[src/rtl/muldiv_pkg.sv]
// muldiv_pkg: shared constants and types for the multiply/divide unit.
// Holds op encodings, the FSM state enum, the default operand width, the
// number of CALC iterations and a small signedness helper.
// The optional divide datapath is selected by the MULDIV_DIV_EN macro.
package muldiv_pkg;
    localparam int DEF_WIDTH = 32;
    localparam int CALC_ITERS = DEF_WIDTH;

    localparam logic [1:0] OP_MULT  = 2'b00;
    localparam logic [1:0] OP_MULTU = 2'b01;
    localparam logic [1:0] OP_DIV   = 2'b10;
    localparam logic [1:0] OP_DIVU  = 2'b11;

    typedef enum logic [1:0] {
        S_IDLE = 2'd0,
        S_PREP = 2'd1,
        S_CALC = 2'd2,
        S_FIX  = 2'd3
    } state_t;

    // op[0]=0 marks the signed variants (MULT, DIV)
    function automatic logic op_signed(input logic [1:0] op);
        return ~op[0];
    endfunction
endpackage

[src/rtl/muldiv_if.sv]
// muldiv_if: handshake and data bundle between the control unit and muldiv_unit.
// Ports: start, op, rs_val, rt_val, mthi, mtlo (control -> unit);
//        busy, done, hi, lo (unit -> control).
// Modports: master (control unit side), slave (muldiv_unit side).
interface muldiv_if #(parameter int WIDTH = muldiv_pkg::DEF_WIDTH);
    logic             start;
    logic [1:0]       op;
    logic [WIDTH-1:0] rs_val;
    logic [WIDTH-1:0] rt_val;
    logic             mthi;
    logic             mtlo;
    logic             busy;
    logic             done;
    logic [WIDTH-1:0] hi;
    logic [WIDTH-1:0] lo;

    modport master (
        output start, op, rs_val, rt_val, mthi, mtlo,
        input  busy, done, hi, lo
    );

    modport slave (
        input  start, op, rs_val, rt_val, mthi, mtlo,
        output busy, done, hi, lo
    );
endinterface

[src/rtl/muldiv_signfix.sv]
// muldiv_signfix: combinational two's-complement negation shared by PREP and FIX.
// Ports: hi_in/lo_in (two WIDTH-bit lanes), neg_hi/neg_lo (negate each lane),
//        wide (treat {hi_in,lo_in} as one 2*WIDTH value; caller sets neg_hi=neg_lo),
//        hi_out/lo_out (results).
// PREP uses it for operand magnitudes, FIX for product/quotient/remainder signs.
module muldiv_signfix import muldiv_pkg::*; #(
    parameter int WIDTH = DEF_WIDTH
) (
    input  logic [WIDTH-1:0] hi_in,
    input  logic [WIDTH-1:0] lo_in,
    input  logic             neg_hi,
    input  logic             neg_lo,
    input  logic             wide,
    output logic [WIDTH-1:0] hi_out,
    output logic [WIDTH-1:0] lo_out
);
    // Low half of a wide negation equals the negation of the low lane alone;
    // the high half only receives the +1 carry when the low lane is zero.
    assign lo_out = neg_lo ? -lo_in : lo_in;
    assign hi_out = neg_hi ? ~hi_in + WIDTH'(wide ? (lo_in == '0) : 1'b1) : hi_in;
endmodule

[src/rtl/muldiv_unit.sv]
// muldiv_unit: iterative MIPS multiply/divide unit owning the HI/LO registers.
// Ports: clk, reset (async, active-high), bus (muldiv_if.slave:
//        start/op/rs_val/rt_val/mthi/mtlo in, busy/done/hi/lo out).
// Sequence: IDLE -> PREP -> CALC (WIDTH cycles) -> FIX -> IDLE; done pulses
// for the cycle after FIX. Define MULDIV_DIV_EN to include DIV/DIVU; without
// it, starts with op[1]=1 are ignored.
module muldiv_unit import muldiv_pkg::*; #(
    parameter int WIDTH = DEF_WIDTH
) (
    input logic      clk,
    input logic      reset,
    muldiv_if.slave  bus
);
    localparam int CW = $clog2(WIDTH);

    state_t             state, state_nx;
    logic               sgn_r, sdiff, done_r, is_div, accept;
    logic               wide, neg_hi, neg_lo, fix_neg_hi;
    logic [2*WIDTH-1:0] acc, step;
    logic [WIDTH-1:0]   opnd, hi_r, lo_r, fx_hi, fx_lo;
    logic [WIDTH:0]     msum;
    logic [CW-1:0]      cnt;

`ifdef MULDIV_DIV_EN
    logic               div_r, rs_neg, dok;
    logic [WIDTH:0]     dsh;
    logic [WIDTH-1:0]   drem;
    assign is_div     = div_r;
    assign accept     = bus.start;
    assign fix_neg_hi = div_r ? rs_neg : sdiff;
`else
    assign is_div     = 1'b0;
    assign accept     = bus.start & ~bus.op[1];
    assign fix_neg_hi = sdiff;
`endif

    assign bus.busy = state != S_IDLE;
    assign bus.done = done_r;
    assign bus.hi   = hi_r;
    assign bus.lo   = lo_r;

    // acc holds {rs,rt} in PREP, {product} for multiply, {remainder,quotient} for divide
    assign wide   = state == S_FIX && !is_div;
    assign neg_hi = state == S_FIX ? fix_neg_hi : sgn_r & acc[2*WIDTH-1];
    assign neg_lo = state == S_FIX ? sdiff : sgn_r & acc[WIDTH-1];

    muldiv_signfix #(.WIDTH(WIDTH)) u_signfix (
        .hi_in  (acc[2*WIDTH-1:WIDTH]),
        .lo_in  (acc[WIDTH-1:0]),
        .neg_hi (neg_hi),
        .neg_lo (neg_lo),
        .wide   (wide),
        .hi_out (fx_hi),
        .lo_out (fx_lo)
    );

    // One CALC iteration: shift-add (multiplier in acc low half) or restoring divide
    always_comb begin
        msum = {1'b0, acc[2*WIDTH-1:WIDTH]} + {1'b0, (acc[0] ? opnd : {WIDTH{1'b0}})};
        step = {msum, acc[WIDTH-1:1]};
`ifdef MULDIV_DIV_EN
        dsh  = acc[2*WIDTH-1:WIDTH-1];
        dok  = dsh >= {1'b0, opnd};
        drem = dsh[WIDTH-1:0] - (dok ? opnd : {WIDTH{1'b0}});
        step = div_r ? {drem, acc[WIDTH-2:0], dok} : step;
`endif
    end

    always_comb begin
        state_nx = state;
        case (state)
            S_IDLE: state_nx = accept ? S_PREP : S_IDLE;
            S_PREP: state_nx = S_CALC;
            S_CALC: state_nx = cnt == CW'(WIDTH - 1) ? S_FIX : S_CALC;
            S_FIX:  state_nx = S_IDLE;
            default: state_nx = S_IDLE;
        endcase
    end

    always_ff @(posedge clk or posedge reset) begin
        if (reset) state <= S_IDLE;
        else state <= state_nx;
    end

    always_ff @(posedge clk or posedge reset) begin
        if (reset) begin
            acc    <= '0;
            opnd   <= '0;
            cnt    <= '0;
            sgn_r  <= 1'b0;
            sdiff  <= 1'b0;
            done_r <= 1'b0;
            hi_r   <= '0;
            lo_r   <= '0;
`ifdef MULDIV_DIV_EN
            div_r  <= 1'b0;
            rs_neg <= 1'b0;
`endif
        end else begin
            done_r <= state == S_FIX;
            case (state)
                S_IDLE: begin
                    if (accept) begin
                        acc   <= {bus.rs_val, bus.rt_val};
                        sgn_r <= op_signed(bus.op);
`ifdef MULDIV_DIV_EN
                        div_r <= bus.op[1];
`endif
                    end else begin
                        if (bus.mthi) hi_r <= bus.rs_val;
                        if (bus.mtlo) lo_r <= bus.rs_val;
                    end
                end
                S_PREP: begin
                    // multiply: opnd=|rs|, acc low=|rt|; divide: opnd=|rt|, acc low=|rs|
                    cnt   <= '0;
                    sdiff <= neg_hi ^ neg_lo;
                    opnd  <= is_div ? fx_lo : fx_hi;
                    acc   <= {{WIDTH{1'b0}}, (is_div ? fx_hi : fx_lo)};
`ifdef MULDIV_DIV_EN
                    rs_neg <= neg_hi;
`endif
                end
                S_CALC: begin
                    cnt <= cnt + CW'(1);
                    acc <= step;
                end
                S_FIX: begin
                    hi_r <= fx_hi;
                    lo_r <= fx_lo;
                end
                default: ;
            endcase
        end
    end
endmodule

[src/flat_wrapper.sv]
// flat-port wrapper written by rule: the top's interface ports become plain ports
module muldiv_unit_flat import muldiv_pkg::*;
#(
    parameter int WIDTH = DEF_WIDTH
)
  (clk, reset, bus_start, bus_op, bus_rs_val, bus_rt_val, bus_mthi, bus_mtlo, bus_busy, bus_done, bus_hi, bus_lo);
  muldiv_if #(.WIDTH(WIDTH)) bus_i ();
  input logic clk;
  input logic reset;
  input wire logic [$bits(bus_i.start)-1:0] bus_start;
  input wire logic [$bits(bus_i.op)-1:0] bus_op;
  input wire logic [$bits(bus_i.rs_val)-1:0] bus_rs_val;
  input wire logic [$bits(bus_i.rt_val)-1:0] bus_rt_val;
  input wire logic [$bits(bus_i.mthi)-1:0] bus_mthi;
  input wire logic [$bits(bus_i.mtlo)-1:0] bus_mtlo;
  output wire logic [$bits(bus_i.busy)-1:0] bus_busy;
  output wire logic [$bits(bus_i.done)-1:0] bus_done;
  output wire logic [$bits(bus_i.hi)-1:0] bus_hi;
  output wire logic [$bits(bus_i.lo)-1:0] bus_lo;
  assign bus_i.start = bus_start;
  assign bus_i.op = bus_op;
  assign bus_i.rs_val = bus_rs_val;
  assign bus_i.rt_val = bus_rt_val;
  assign bus_i.mthi = bus_mthi;
  assign bus_i.mtlo = bus_mtlo;
  assign bus_busy = bus_i.busy;
  assign bus_done = bus_i.done;
  assign bus_hi = bus_i.hi;
  assign bus_lo = bus_i.lo;
  muldiv_unit #(.WIDTH(WIDTH)) u_core (.clk(clk), .reset(reset), .bus(bus_i));
endmodule
[config.mk]
export PLATFORM = sky130hd
export DESIGN_NAME = muldiv_unit_flat
export DESIGN_NICKNAME = d
export VERILOG_FILES = /design/src/rtl/muldiv_pkg.sv /design/src/rtl/muldiv_if.sv /design/src/rtl/muldiv_signfix.sv /design/src/rtl/muldiv_unit.sv /design/src/flat_wrapper.sv
export SDC_FILE = /design/constraint.sdc
export NUM_CORES = 1
export LEC_CHECK = 0
export CAP_MARGIN = 0
export CORE_ASPECT_RATIO = 0.8
export CORE_MARGIN = 10
export CORE_UTILIZATION = 42
export DETAILED_ROUTE_END_ITERATION = 12
export GPL_TIMING_DRIVEN = 0
export PLACE_DENSITY = 0.63
export SYNTH_ARGS = -nofsm -noshare
export SYNTH_HDL_FRONTEND = slang
export SYNTH_SLANG_ARGS = --single-unit
[constraint.sdc]
create_clock -name clk -period 15.32 [get_ports clk]
set_input_delay 1.532 -clock clk [delete_from_list [all_inputs] [get_ports clk]]
set_output_delay 1.532 -clock clk [all_outputs]
set_load 0.02 [all_outputs]
After elaboration in Yosys (flattened, before gate mapping)
Cells that the tools add are included.
{ "word_totals": {"reg_bits": 170, "in_bits": 71, "out_inout_bits": 66, "elab_cells": 56} }
{ "classes": {"addsub": 4, "eq_ne": 8, "n_mux": 18, "n_bitwise": 7, "n_reduce_logical": 10} }
{ "op_table": {"columns": ["cell", "n"], "rows": [
  ["$mux W32", 7],
  ["$pmux W64 S3", 1],
  ["$pmux W32 S2", 2],
  ["$mux W64", 1],
  ["$add A32 B32 Y33", 1],
  ["$add A32 B1 Y32", 1],
  ["$logic_not A32 Y1", 1],
  ["$neg A32 Y32", 1],
  ["$not A32 Y32", 1],
  ["$pmux W5 S2", 1],
  ["$pmux W2 S4", 1],
  ["$ne A2 B2 Y1 const B", 3],
  ["$reduce_and A3 Y1", 2],
  ["$reduce_bool A2 Y1", 3],
  ["$add A5 B1 Y5 const B", 1],
  ["$eq A5 B5 Y1 const B", 1],
  ["$mux W1", 5],
  ["$eq A2 B2 Y1 const B", 2],
  ["$reduce_and A2 Y1", 2],
  ["$and A1 B1 Y1", 3],
  ["$reduce_bool A3 Y1", 1],
  ["$eq A2 B1 Y1 const B", 1],
  ["$logic_not A2 Y1", 1],
  ["$ne A2 B1 Y1 const B", 1],
  ["2 further kinds", 3]
]} }

Depth between registers and ports, before layout
{ "depth": {"depth_word": 5, "mapped_depth": 15, "ltp_nobuf": 14} }

Hierarchy
From an unflattened synthesis, not the netlist that was laid out.
{ "unflattened": {"hier_cells": 1284, "area_unflattened_um2": 11190.7} }
{ "by_module_without_submodules": {"columns": ["mod", "n_inst", "cells_per_inst", "area_each_um2", "seq_area_each_um2"], "rows": [
  ["muldiv_unit", 1, 1076, 9706.8, 4254.1],
  ["muldiv_signfix", 1, 208, 1483.9, 0.0]
]} }

Least setup slack after synthesis
Ideal clock, no wire load.
{ "synth_path": {"path_type": "register to register", "from": "reg u_core.acc[10]", "to": "reg u_core.hi_r[31], in the netlist u_core.bus.hi[31]", "setup_ps": 118, "t_arrival_ps": 4076, "required_time_ps": 15202, "slack_ps": 11126, "stages_incl_launch_ff": 16, "n_path_buf": 1, "period_less_slack_ps": 4194, "path_cell_list": "dfrtp_1 > clkbuf_1 > or4_1 > nor3_1 > nand4b_1 > or2_2 > o41ai_1 > ha_1 > nand2b_1 > nor2_1 > nand2_1 > or4b_2 > o21ai_1 > xor2_1 > a211oi_1 > a21o_1"} }
{ "synth_via": {"elab_chain_len": 5} }
{ "synth_rtl": {"columns": ["item", "line_no", "text"], "rows": [
  ["start: declaration", "muldiv_unit.sv:19", "logic [2*WIDTH-1:0] acc, step;"],
  ["start signal: assignment", "muldiv_unit.sv:104", "acc <= {bus.rs_val, bus.rt_val};"],
  ["start signal: assignment", "muldiv_unit.sv:119", "acc <= {{WIDTH{1'b0}}, (is_div ? fx_hi : fx_lo)};"],
  ["start signal: assignment", "muldiv_unit.sv:126", "acc <= step;"],
  ["$logic_not A32 Y1", "muldiv_signfix.sv:20", "assign hi_out = neg_hi ? ~hi_in + WIDTH'(wide ? (lo_in == '0) : 1'b1) : hi_in;"],
  ["$mux W1", "muldiv_signfix.sv:20", null],
  ["$add A32 B1 Y32", "muldiv_signfix.sv:20", null],
  ["$mux W32", "muldiv_signfix.sv:20", null],
  ["$pmux W32 S2", "muldiv_unit.sv:101", "case (state)"],
  ["end signal: assignment", "muldiv_unit.sv:110", "if (bus.mthi) hi_r <= bus.rs_val;"],
  ["end signal: assignment", "muldiv_unit.sv:129", "hi_r <= fx_hi;"],
  ["end: declaration", "muldiv_unit.sv:20", "logic [WIDTH-1:0] opnd, hi_r, lo_r, fx_hi, fx_lo;"]
]} }
Every way passes these cells.
A chain may end at the register's enable or synchronous reset.

Worst setup path in the final report
Ends and elaborated chain as after synthesis.

==> flow_metrics.tcl <==
set metrics [dict create \
    worstPathCellList "clkbuf_1 -> or4_1 -> nor3_1 -> nand4b_1 -> or2_2 -> o41ai_1 -> ha_1 -> nand2b_1 -> nor2_1 -> nand2_1 -> or4b_2 -> o21ai_1 -> xor2_1 -> a211oi_1 -> a21o_1" \
    postPlaceCellArea_mm2 0.0128 \
    synth_top_family_by_area "compound AO/OA/AOI/OAI gates" \
    die-height_um 164 \
    switchingPower_mw 1.70 \
    rows 52 \
    drv_slew 0 \
    grt_max_degree 105 \
    yosysTopAreaCell "dfrtp_1" \
    routed_wl_um 44300 \
    endpoint "u_core.bus.hi[31]" \
    rsz0062_at_grt "no" \
    grt_pass1_vias 10600 \
    grt_antenna_before_repair 0 \
    start_util_pct 43.0 \
    r2r_cells 15 \
    leakage_nw 5.76 \
    worstSetupEndpointType "register" \
    place.detailed.hpwl_um 33500 \
    synth-xor-area-share_pct 6.73 \
    wl_per_cell_um 24.6 \
    vias 11000 \
    combPwrFrac_pct 60.0 \
    synth_mux_area_share_pct 1.22 \
    overflow 0 \
    drt-initial-drc-count 1543 \
    coreArea_mm2 0.0254 \
    crit_path_max_fanout 9 \
    fin_crit_ps 5630 \
    portBuffers 136 \
    startpoint "u_core.acc[10]" \
    drive_above_1_share_pct 3.59 \
    via_per_inst 6.10 \
    cts-root-buf "clkbuf_16" \
    htreeDepth 4 \
    cts_setup_buffers 0 \
    skew_ps 11.7 \
    setup_viol 0 \
    worst_ep_arrival_time_ps 5970 \
    clock_latency_ps 450 \
    num_io_pins 137 \
    hold_viol 0 \
    max_stage_delay_ps 760 \
    most-common-layout-cells "dfrtp_1, nor2_1, clkdlybuf4s50_1" \
    drc 0 \
    drtPass1Iterations 6 \
    hold_buffers 0 \
    slowest_stage "or4b_2" \
    ys_types 64 \
    status "finished, final reports clean" \
    hold_path_class "register to register" \
    seq_area_frac_synth_pct 38.9 \
    clock-sinks 170 \
    syn_inst 1279 \
    yosys_register_bits 170 \
    synthAdderAreaFrac_pct 4.99 \
    ff2ff_setup_slack_ps 9690 \
    gp_congestion 0.953 \
    synth_top_area_share_pct 38.9 \
    async_flop_share_pct 100 \
    synth_edf_count 0 \
    p_per_area_mw_per_mm2 253 \
    ys.warnings.count 0 \
    grt_pass1_wl_um 66000 \
    cts_resized 0 \
    switching_share_pct 50.1 \
    synth_area_leaders "dfrtp_1, a21oi_1, nor2_1" \
    cts_tree "built" \
    ctsLongestPathBuffers 2 \
    netlist_area_mm2 0.0109 \
    min_period_over_period_pct 36.8 \
    design_area_mm2 0.0134 \
    cts_inserted_buffers 17 \
    cp.required_ps 15660 \
    grt.total_usage_pct 26.2 \
    synth-compound-area-share_pct 26.4 \
    hp-start "u_core.bus.hi[12]" \
    seqPwrFrac_pct 26.2 \
    syn-num-nets 1393 \
    yosys.area_share.simple_pct 17.6 \
    worst_pin_slew_ps 963 \
    dieWidth_um 200 \
    crit_type "register to register" \
    worstReg2RegEnd "u_core.bus.hi[31]" \
    p_int_mw 1.69 \
    timing.rr.start "u_core.acc[10]" \
    tns_ps 0 \
    ant_nets 0 \
    final_nets 1549 \
    syn_area_per_cell_um2 8.55 \
    synthFlopType "dfrtp_1" \
    antenna_cells 0 \
    max-vdd-ir-drop_v 0.000112 \
    dieArea_mm2 0.0329 \
    max_freq_mhz 177 \
    p_clk_share_pct 13.8 \
    layout_commonest_cell "dfrtp_1" \
    drv_cap 0 \
    slew_headroom_pct 35.8 \
    syn2layout_area_growth_pct 22.4 \
    clk_pin_slew_ps 70 \
    start_kind "register" \
]
[state kept, by name, summed over array words and instances, names as in the netlist]
| signal | count |
|---|---|
| u_core.acc | 64 |
| u_core.bus.done | 1 |
| u_core.bus.hi | 32 |
| u_core.bus.lo | 32 |
| u_core.cnt | 5 |
| u_core.fix_neg_hi | 1 |
| u_core.opnd | 32 |
| u_core.sgn_r | 1 |
| u_core.state | 2 |
[routing by layer]
metal	routed length, µm	global-route usage (%)	vias to the layer above
li1	-	-	4961
met1	20000	36.7	5318
met2	18700	39.1	644
met3	4740	6.87	57
met4	858	6.70	0
met5	0	0	-
[area by class of cell]
cell class | instances | area [µm²]
plain buffers | 92 | 348
clock buffers | 22 | 474
clock inverters | 10 | 140
fillers | 2427 | 12100
inverters | 26 | 105
multi-input cells | 991 | 6230
flip-flops and latches | 170 | 4250
well taps | 351 | 439
repair buffers | 137 | 1390
[synth_stat cells (3+ instances only)]
| cell | number |
|---|---|
| dfrtp_1 | 170 |
| mux2i_1 | 10 |
| o22ai_1 | 8 |
| o31ai_1 | 15 |
| nand2b_1 | 6 |
| o21bai_1 | 4 |
| a22o_1 | 7 |
| a221o_1 | 4 |
| and2_1 | 35 |
| o211ai_1 | 11 |
| nor2b_1 | 11 |
| nand2_1 | 97 |
| o221a_2 | 3 |
| buf_1 | 10 |
| nor2_1 | 151 |
| a41oi_1 | 3 |
| nor3_1 | 20 |
| o41ai_1 | 9 |
| or4_1 | 7 |
| or3_1 | 5 |
| a221oi_1 | 29 |
| a21o_1 | 55 |
| a31oi_1 | 8 |
| o21ai_0 | 95 |
| nand3_1 | 12 |
| nor4_1 | 4 |
| and3_1 | 37 |
| mux2_2 | 3 |
| xnor2_1 | 42 |
| a211oi_1 | 42 |
| a22oi_1 | 5 |
| o21a_1 | 5 |
| clkbuf_1 | 80 |
| a21oi_1 | 120 |
| ha_1 | 42 |
| or4_4 | 3 |
| nand4_1 | 11 |
| xor2_1 | 42 |
| inv_1 | 26 |
[cells by family (layout without fill, tap and decap cells)]
| kind of cell | Yosys count | count (layout) |
|---|---|---|
| simple gates | 407 | 407 |
| buf+inv | 118 | 287 |
| mux | 13 | 13 |
| fa+ha+maj | 43 | 43 |
| flops | 170 | 170 |
| xor+xnor | 84 | 84 |
| compound gates | 444 | 444 |
[how the worst min path moves through the flow]
| stage | endpoint | slack [ps] | cells after the start |
|---|---|---|---|
| after floorplan | u_core.opnd[7] | 470 | 1 |
| after global placement | u_core.bus.hi[9] | 460 | 1 |
| after detailed placement | u_core.bus.lo[14] | 460 | 1 |
| after CTS | u_core.bus.hi[2] | 480 | 1 |
| after global routing | u_core.bus.lo[5] | 490 | 1 |
| final | u_core.bus.hi[12] | 470 | 1 |
[power by group through the flow]
stage / Sequential (mW) / Clock, mW / Combinational [mW]
floorplan: 0.922 / 0 / 1.20
global placement: 0.878 / 0 / 1.96
detailed placement: 0.880 / 0 / 1.98
CTS: 0.878 / 0.472 / 2.00
global route: 0.912 / 0.486 / 2.19
finish: 0.886 / 0.468 / 2.03
[critical path, delay by kind of cell (launching register included)]
family / cells / cell delay (ps)
AOI/OAI and AO/OA: 4 / 1200
xor gates and xnor gates: 1 / 280
adders and majority gates: 1 / 290
buffers and inverters: 1 / 190
DFF: 1 / 370
and+or+nand+nor: 8 / 3180
[metrics by stage]
step | instances | total power, mW | setup WS, ps | hold WS [ps] | utilization, %
final | 1799 | 3.38 | 9690 | 474 | 52.6
after global routing | 1799 | 3.59 | 9430 | 494 | 52.6
after floorplan | 1279 | 2.12 | 9180 | 473 | -
after global placement | 1766 | 2.84 | 6380 | 459 | 50.1
after detailed placement | 1767 | 2.86 | 9980 | 464 | 50.2
after CTS | 1799 | 3.35 | 9860 | 481 | 52.6
(Power assumes the default switching activity.)
